## config.mk

```make
export PLATFORM = sky130hd
export DESIGN_NAME = window_stream_ctrl
export DESIGN_NICKNAME = d
export VERILOG_FILES = /design/src/rtl/sobel_pkg.sv /design/src/rtl/raster_counter.sv /design/src/rtl/window_stream_ctrl.sv
export SDC_FILE = /design/constraint.sdc
export NUM_CORES = 1
export LEC_CHECK = 0
export ABC_AREA = 1
export CORE_ASPECT_RATIO = 0.7
export CORE_MARGIN = 10
export CORE_UTILIZATION = 50
export CTS_BUF_LIST = sky130_fd_sc_hd__clkbuf_4 sky130_fd_sc_hd__clkbuf_8
export DETAILED_ROUTE_END_ITERATION = 10
export DONT_BUFFER_PORTS = 1
export SYNTH_ARGS = -nofsm -noshare
export SYNTH_HDL_FRONTEND = slang
export SYNTH_SLANG_ARGS = --single-unit
```

## constraint.sdc

```tcl
create_clock -name clock -period 3.84 [get_ports clock]
set_input_delay 0.768 -clock clock [delete_from_list [all_inputs] [get_ports clock]]
set_output_delay 0.768 -clock clock [all_outputs]
set_load 0.05 [all_outputs]
```

## src/rtl/sobel_pkg.sv

```systemverilog
// Constants, FSM encodings and helpers shared by the sobel window sequencing logic.
// Coordinate widths cover 640x480 frames.
package sobel_pkg;

   localparam int WIN_K    = 5;
   localparam int WIN_HALF = WIN_K / 2;
   localparam int XW       = 11;
   localparam int YW       = 10;
   localparam int CW       = 16;

   localparam logic [2:0] ST_IDLE   = 3'd0;
   localparam logic [2:0] ST_FILL   = 3'd1;
   localparam logic [2:0] ST_STREAM = 3'd2;
   localparam logic [2:0] ST_DRAIN  = 3'd3;
   localparam logic [2:0] ST_DONE   = 3'd4;

   // Shifts needed before a pixel reaches the centre tap of a k x k window.
   function automatic int lag_of(input int cols, input int k);
      return (k / 2) * cols + (k / 2);
   endfunction

   function automatic logic on_border(input logic [XW-1:0] x, input logic [YW-1:0] y,
                                      input int cols, input int rows, input int half);
      return (x < XW'(half)) || (x >= XW'(cols - half)) ||
             (y < YW'(half)) || (y >= YW'(rows - half));
   endfunction

endpackage

```

## src/rtl/raster_counter.sv

```systemverilog
// Raster position counter: x wraps at the end of a line and bumps y, y wraps at frame end.
// A clear together with a step leaves the counter at the position after (0,0).
module raster_counter
   import sobel_pkg::*;
#(
   parameter int COLS = 640,
   parameter int ROWS = 480
) (
   input  logic          clock,
   input  logic          reset,
   input  logic          clear,
   input  logic          step,
   output logic [XW-1:0] x,
   output logic [YW-1:0] y,
   output logic          last
);

   logic [XW-1:0] base_x;
   logic [YW-1:0] base_y;

   assign base_x = clear ? '0 : x;
   assign base_y = clear ? '0 : y;
   assign last   = (x == XW'(COLS - 1)) && (y == YW'(ROWS - 1));

   always_ff @(posedge clock or posedge reset) begin
      if (reset) begin
         x <= '0;
         y <= '0;
      end else if (clear || step) begin
         if (!step) begin
            x <= base_x;
            y <= base_y;
         end else if (base_x == XW'(COLS - 1)) begin
            x <= '0;
            y <= (base_y == YW'(ROWS - 1)) ? '0 : base_y + 1'b1;
         end else begin
            x <= base_x + 1'b1;
            y <= base_y;
         end
      end
   end

endmodule

```

## src/rtl/window_stream_ctrl.sv

```systemverilog
// Sequences the line buffer for the 5x5 sobel window: fill, stream, zero-fill drain,
// and tags each complete window with its centre coordinate and a border flag.
module window_stream_ctrl
   import sobel_pkg::*;
#(
   parameter int COLS = 640,
   parameter int ROWS = 480,
   parameter int K    = WIN_K
) (
   input  logic          clock,
   input  logic          reset,
   input  logic          frame_start,
   input  logic          pix_valid,
   output logic          shift_en,
   output logic          fill_zero,
   output logic          win_valid,
   output logic [XW-1:0] win_x,
   output logic [YW-1:0] win_y,
   output logic          border,
   output logic          frame_done,
   output logic          resync,
   output logic          overrun
);

   localparam int HALF = K / 2;
   localparam int LAG  = lag_of(COLS, K);

   logic [2:0]    state;
   logic [CW-1:0] shift_cnt;
   logic          start;
   logic          shift_c;
   logic          in_step;
   logic          centre_step;
   logic [XW-1:0] in_x;
   logic [YW-1:0] in_y;
   logic          in_last;
   logic [XW-1:0] cx;
   logic [YW-1:0] cy;
   logic          centre_last;
   logic          unused_in;

   assign start     = frame_start && pix_valid;
   assign unused_in = ^{in_x, in_y};

   // A qualifying start pixel always begins a new frame, so it never produces a window.
   always_comb begin
      shift_c = 1'b0;
      case (state)
         ST_IDLE, ST_DONE:    shift_c = start;
         ST_FILL, ST_STREAM:  shift_c = pix_valid;
         ST_DRAIN:            shift_c = 1'b1;
         default:             shift_c = 1'b0;
      endcase
      in_step     = start || (pix_valid && ((state == ST_FILL) || (state == ST_STREAM)));
      centre_step = shift_c && !start && ((state == ST_STREAM) || (state == ST_DRAIN));
   end

   assign shift_en   = shift_c && !reset;
   assign fill_zero  = (state == ST_DRAIN) && !start;
   assign frame_done = (state == ST_DONE);

   raster_counter #(.COLS(COLS), .ROWS(ROWS)) u_in_pos (
      .clock (clock),
      .reset (reset),
      .clear (start),
      .step  (in_step),
      .x     (in_x),
      .y     (in_y),
      .last  (in_last)
   );

   raster_counter #(.COLS(COLS), .ROWS(ROWS)) u_centre_pos (
      .clock (clock),
      .reset (reset),
      .clear (start),
      .step  (centre_step),
      .x     (cx),
      .y     (cy),
      .last  (centre_last)
   );

   // The drain ends on the shift that emits the final centre, which is exactly LAG shifts in.
   always_ff @(posedge clock or posedge reset) begin
      if (reset) begin
         state     <= ST_IDLE;
         shift_cnt <= '0;
         win_valid <= 1'b0;
         win_x     <= '0;
         win_y     <= '0;
         border    <= 1'b0;
         resync    <= 1'b0;
         overrun   <= 1'b0;
      end else begin
         resync    <= start && (state != ST_IDLE);
         overrun   <= (state == ST_DRAIN) && pix_valid && !start;
         win_valid <= centre_step;
         border    <= centre_step && on_border(cx, cy, COLS, ROWS, HALF);
         if (centre_step) begin
            win_x <= cx;
            win_y <= cy;
         end
         if (start) begin
            state     <= ST_FILL;
            shift_cnt <= CW'(1);
         end else begin
            case (state)
               ST_FILL: begin
                  if (pix_valid) begin
                     shift_cnt <= shift_cnt + 1'b1;
                     if (shift_cnt + 1'b1 == CW'(LAG)) state <= ST_STREAM;
                  end
               end
               ST_STREAM: if (pix_valid && in_last) state <= ST_DRAIN;
               ST_DRAIN:  if (centre_last) state <= ST_DONE;
               ST_DONE:   state <= ST_IDLE;
               default:   state <= ST_IDLE;
            endcase
         end
      end
   end

endmodule

```

==> results.cfg, run 1 <==
[route]
drt-total-wl_um = 11500
vias = 4108
first_pass_iters = 6
dr.first_iter.drc_count = 367
vias_per_cell = 5.29
drc = 0
drtAntennaViolNets = 0
wl_per_cell_um = 14.8

[logic_synthesis]
ys_ff_latch = 86
synth_area_um2 = 4810
synth_cells = 647
synth_top_area_share_pct = 44.8
syn_nets = 657
ys_types = 35
synth-seq-area-share_pct = 44.8
synth_top_cell_by_area = dfrtp_1
syn_area_per_cell_um2 = 7.43
synth_area_leaders = dfrtp_1 (45%), nand2_1 (12%), inv_1 (6.6%), nor2_1 (6.6%), o21ai_0 (5.6%)
yosysWarnings = 0

[grt]
top_usage_layer = met2
grt_pass1_vias = 3829
grt_use_met3_pct = 5.74
antenna_found_initial = 0
grt.overflow.total = 0
grt_usage_pct = 17.2
grt_max_degree = 61
grt_first_pass_wirelength_um = 19200
grt_use_met1_pct = 24.2
use_met2_pct = 24.7

[worst_setup_path]
slowest_delay_ps = 430
cp_max_fo = 6
critical_path_class = flip-flop to primary output
worst_path_max_delay_cell = dfrtp_1
crit_top_cell = nand2_2
rr_startpoint = state[0]$_DFFE_PP0P_
crit_arrival_ps = 1850
cp_num_buf_inv = 2
crit_start = state[0]$_DFFE_PP0P_
path_cells = inv_2 > nand3_1 > nand2_1 > nand2_2 > nand2_2 > o21ai_0 > inv_1
critical-path-top-delay-family = simple AND/OR/NAND/NOR gates
endpoint_kind = primary output
required_ps = 3070
startpoint_type = flip-flop

[sta]
drv_slew = 0
tns_ps = 0
setup_viol = 0
rsz0062_at_grt = no
timing.fmax_ghz = 0.382
min_period_ps = 2610
max_slew_margin_pct = 36.7
finClkSkew_ps = 7.98
finalHoldViolCount = 0
finalCritPeriodShare_pct = 68.1
tightest_slew_ps = 946

[job]
max_cap_violations = 0

[floorplan]
coreArea_um2 = 9220
die_w_um = 137
die_area_um2 = 14000
rows = 29
start_util_pct = 52.2
die_y_um = 102
io_pins = 32

[place]
placed_area_um2 = 4920
port_buffers = 0
gp_congestion = 0.897
hpwl_um = 8180

[power_and_ir_drop]
peakVddDrop_uv = 337
leakagePower_nw = 2.30
p_per_area_nw_per_um2 = 582

[clocking]
cts.root.buffer_cell = clkbuf_8
cts_buffer_depth = 2
clk_latency_ps = 370
cts_buffers = 9
clk_pin_slew_ps = 90
post_cts_buffers = 0
cts_sinks = 86
cts_hold_buf = 0
tritoncts = yes
h-tree-depth = 3
cts_resized = 0

[finish]
n_antenna_cell = 0
drive_gt1_share_pct = 7.66
final_cell_area_um2 = 5120
fin_nets = 658
area_delta_synth_final_pct = 6.56

[status]
outcome = complete, no violations

[worst_hold_path]
hp-class = primary input to asynchronous set/reset pin
-- sequential cells by signal (all words and copies together) (netlist names) --
name,flops
border,1
overrun,1
resync,1
shift_cnt,16
state,3
u_centre_pos.x,11
u_centre_pos.y,10
u_in_pos.x,11
u_in_pos.y,10
win_valid,1
win_x,11
win_y,10
-- cell usage in the layout, fill, tap and decap left out, types with 4 or more instances in the layout --
cell type / netlist / routed
nor2_1: 84 / 84
a21oi_1: 11 / 11
nor2_2: 10 / 10
inv_2: 5 / 5
o21ai_0: 54 / 54
dfrtp_1: 86 / 86
buf_4: 0 / 4
o22ai_1: 15 / 15
nand4_1: 20 / 20
o21ai_1: 6 / 6
inv_1: 85 / 84
clkbuf_8: 0 / 9
ha_1: 6 / 6
nand3_1: 41 / 41
nand2_1: 155 / 155
nor3_1: 10 / 10
xnor2_1: 5 / 5
nor4_1: 6 / 6
xor2_1: 13 / 13
-- metrics by stage --
stage	utilization (%)	hold WS (ps)	worst slack, ps	instances	power [mW]
5_1_grt	55.6	350	1080	777	3.19
3_3_place_gp	53.4	525	1100	761	2.34
3_5_place_dp	53.4	542	1030	761	2.35
6_report	55.6	330	1230	777	2.98
4_1_cts	55.6	327	1180	777	3.02
2_1_floorplan	-	503	591	647	2.17
-- per-layer routing --
metal  wire [µm]  share of wire (%)  up-vias
met4         127                1.1        0
met1        5710                 50     1892
met3         924                8.0       15
li1            -                  -     2080
met5           0                  0        -
met2        4720                 41      121
-- report_power, final --
part | internal [mW] | switching (mW) | total (mW)
combinational | 0.212 | 0.482 | 0.694
sequential | 1.09 | 0.538 | 1.63
clock | 0.313 | 0.344 | 0.657
-- cell type report --
type                    count  area (µm²)
clock buffers              10         131
clock inverters             6        68.8
fillers                   870        4090
inverters                  92         357
multi-input cells         455        2230
flip-flops and latches     86        2150
well taps                 124         155
repair buffers              4        30.0
-- Yosys cell counts (all sizes together) --
cell type,count
nand3,42
nor3,13
o211ai,1
nor4,6
inv,92
nor2,96
a21oi,11
xnor2,5
o22ai,15
dfrtp,86
nand2,160
nand3b,1
o21a,2
buf,7
clkbuf,7
o21ai,60
o21bai,1
or2,1
a41oi,1
xor2,13
a21boi,1
nand4,20
ha,6
-- cells by family (layout without fill, tap and decap cells) --
group	Yosys count	after routing	synth area share, %
and+or+nand+nor	339	339	31.2
adders and majority gates	6	6	1.56
AOI/OAI and AO/OA	92	92	10.3
buffers and inverters	106	112	8.87
xor gates and xnor gates	18	18	3.28
DFF	86	86	44.8
-- final timing paths --
| kind | end | slack [ps] | depth (start not counted) |
|---|---|---|---|
| worst min-delay path | overrun$_DFF_PP0_ | 330 | 1 |
| worst max-delay path | shift_en | 1230 | 7 |
| max in group asynchronous | u_in_pos.y[2]$_DFFE_PP0P_ | 2370 | 2 |
| worst min register to register | u_centre_pos.y[7]$_DFFE_PP0P_ | 550 | 2 |
| min in group clock | overrun$_DFF_PP0_ | 540 | 2 |
| worst max register to register | u_centre_pos.x[7]$_DFFE_PP0P_ | 1550 | 12 |
No activity file was read; power rests on OpenSTA's default activity.
==> run 2: changes to the inputs <==
clock period = 2.7 ns   (was 3.84 ns; I/O delays follow)
==> results.cfg, run 2 (synthesis gave the netlist of run 1 again) <==
[place]
gp_congestion = 0.841
hpwl_um = 8410
placed_cells = 766
port_buffers = 0

[grt]
grt_first_pass_wirelength_um = 19700
grt_pass1_vias = 3944
antenna_found_initial = 0
grt_max_degree = 87
grt_usage_pct = 17.5
grt.overflow.total = 0

[floorplan]
die_area_um2 = 14000
die_w_um = 137
io_pins = 32
die_y_um = 102
coreArea_um2 = 9220
rows = 29
start_util_pct = 52.2

[sta]
max_slew_margin_pct = 47.8
holdWs_ps = 190
drv_slew = 0
timing.fmax_ghz = 0.455
tns_ps = 0
rsz0062_at_grt = no
finalHoldViolCount = 0
setup_viol = 0
finClkSkew_ps = 9.97
tightest_slew_ps = 778
finalCritPeriodShare_pct = 81.4
min_period_ps = 2200

[power_and_ir_drop]
p_int_mw = 2.31
peakVddDrop_uv = 375
p_seq_share_pct = 54.1
p_sw_mw = 1.98
power_frac_clock_pct = 21.8
total_power_mw = 4.29
swShare_pct = 46.2
p_per_area_nw_per_um2 = 829
pwr-share-comb_pct = 24.1
leakagePower_nw = 2.32

[worst_setup_path]
startpoint_type = flip-flop
required_ps = 2160
endpoint_kind = primary output
crit_arrival_ps = 1660
cp_max_fo = 6
critical_path_class = flip-flop to primary output
rr_worst_depth = 14

[finish]
final_cells = 781
regMostFlops = shift_cnt
final_util_pct = 56.1
largest_register_ff_count = 16
n_antenna_cell = 0
most-common-layout-cells = nand2_1 (155), dfrtp_1 (86), nor2_1 (84)
area_delta_synth_final_pct = 7.57
drive_gt1_share_pct = 8.52
final_common_cell = nand2_1
fin_nets = 663

[route]
vias_per_cell = 5.38
drtAntennaViolNets = 0
first_pass_iters = 5
wl_per_cell_um = 14.9
dr.first_iter.drc_count = 332
vias = 4203
drc = 0
drt-total-wl_um = 11600

[clocking]
cts_hold_buf = 0
cts_resized = 0
cts.root.buffer_cell = clkbuf_8
clk_pin_slew_ps = 90
cts_buffers = 9
cts_buffer_depth = 2
tritoncts = yes
clk_latency_ps = 380
cts_sinks = 86
h-tree-depth = 3
post_cts_buffers = 0

[job]
max_cap_violations = 0

[status]
outcome = complete, no violations

[worst_hold_path]
hp-class = primary input to asynchronous set/reset pin
## run 2: changes by cell type in the layout (fill, tap and decap cells not counted)
cell        previous run  this run
inv_6                  3         2
o21ai_2                0         1
clkbuf_4               1         0
o21ai_0               54        53
clkinv_2               1         0
buf_12                 0         1
inv_1                 84        83
inv_2                  5         6
clkinv_4               1         2
clkinvlp_4             2         3
buf_4                  4         8
## run 2: area by class of cell
type                            instances  area [µm²]
Clock buffer                            9         124
Clock inverter                          6        71.3
Fill cell                             881        4040
Inverter                               92         357
Multi-Input combinational cell        455        2230
Sequential cell                        86        2150
Tap cell                              124         155
Timing Repair Buffer                    9        80.1
## run 2: path summary, 6_finish.rpt
path | start | endpoint | slack, ps
max | state[0]$_DFFE_PP0P_ | shift_en | 500
min in group clock | pix_valid | overrun$_DFF_PP0_ | 290
max reg2reg | shift_cnt[0]$_DFFE_PP0P_ | state[0]$_DFFE_PP0P_ | 610
min reg2reg | u_centre_pos.y[7]$_DFFE_PP0P_ | u_centre_pos.y[7]$_DFFE_PP0P_ | 530
max in group asynchronous | reset | u_in_pos.y[0]$_DFFE_PP0P_ | 2100
min | reset | shift_cnt[7]$_DFFE_PP0P_ | 190
## run 2: critical path: stages, from the launching register on
cell and delay [ps]:
dfrtp_1 430, inv_2 70, nand3_1 140, nand2_1 120, nand2_2 130, nand2_2 110
o21ai_2 70, inv_2 200
## run 2: per-layer routing
metal / vias up / part of all wire, % / GRT usage [%]
li1: 2101 / - / -
met4: 0 / 1.4 / 5.82
met5: - / 0 / 0
met2: 106 / 41 / 25.0
met1: 1982 / 50 / 24.5
met3: 14 / 7.1 / 5.44
## run 2: per-stage QoR
stage	cell area [µm²]	setup WS, ps
floorplan	4820	22.7
global placement	4980	383
detailed placement	4980	262
CTS	5170	482
global route	5170	321
finish	5170	502
## run 2: power by group through the flow
| stage | clock (mW) | sequential [mW] | combinational, mW |
|---|---|---|---|
| floorplan | 0 | 2.27 | 0.812 |
| global placement | 0 | 2.34 | 1.02 |
| detailed placement | 0 | 2.35 | 1.03 |
| CTS | 0.955 | 2.33 | 1.04 |
| global route | 1.00 | 2.37 | 1.19 |
| finish | 0.935 | 2.32 | 1.04 |
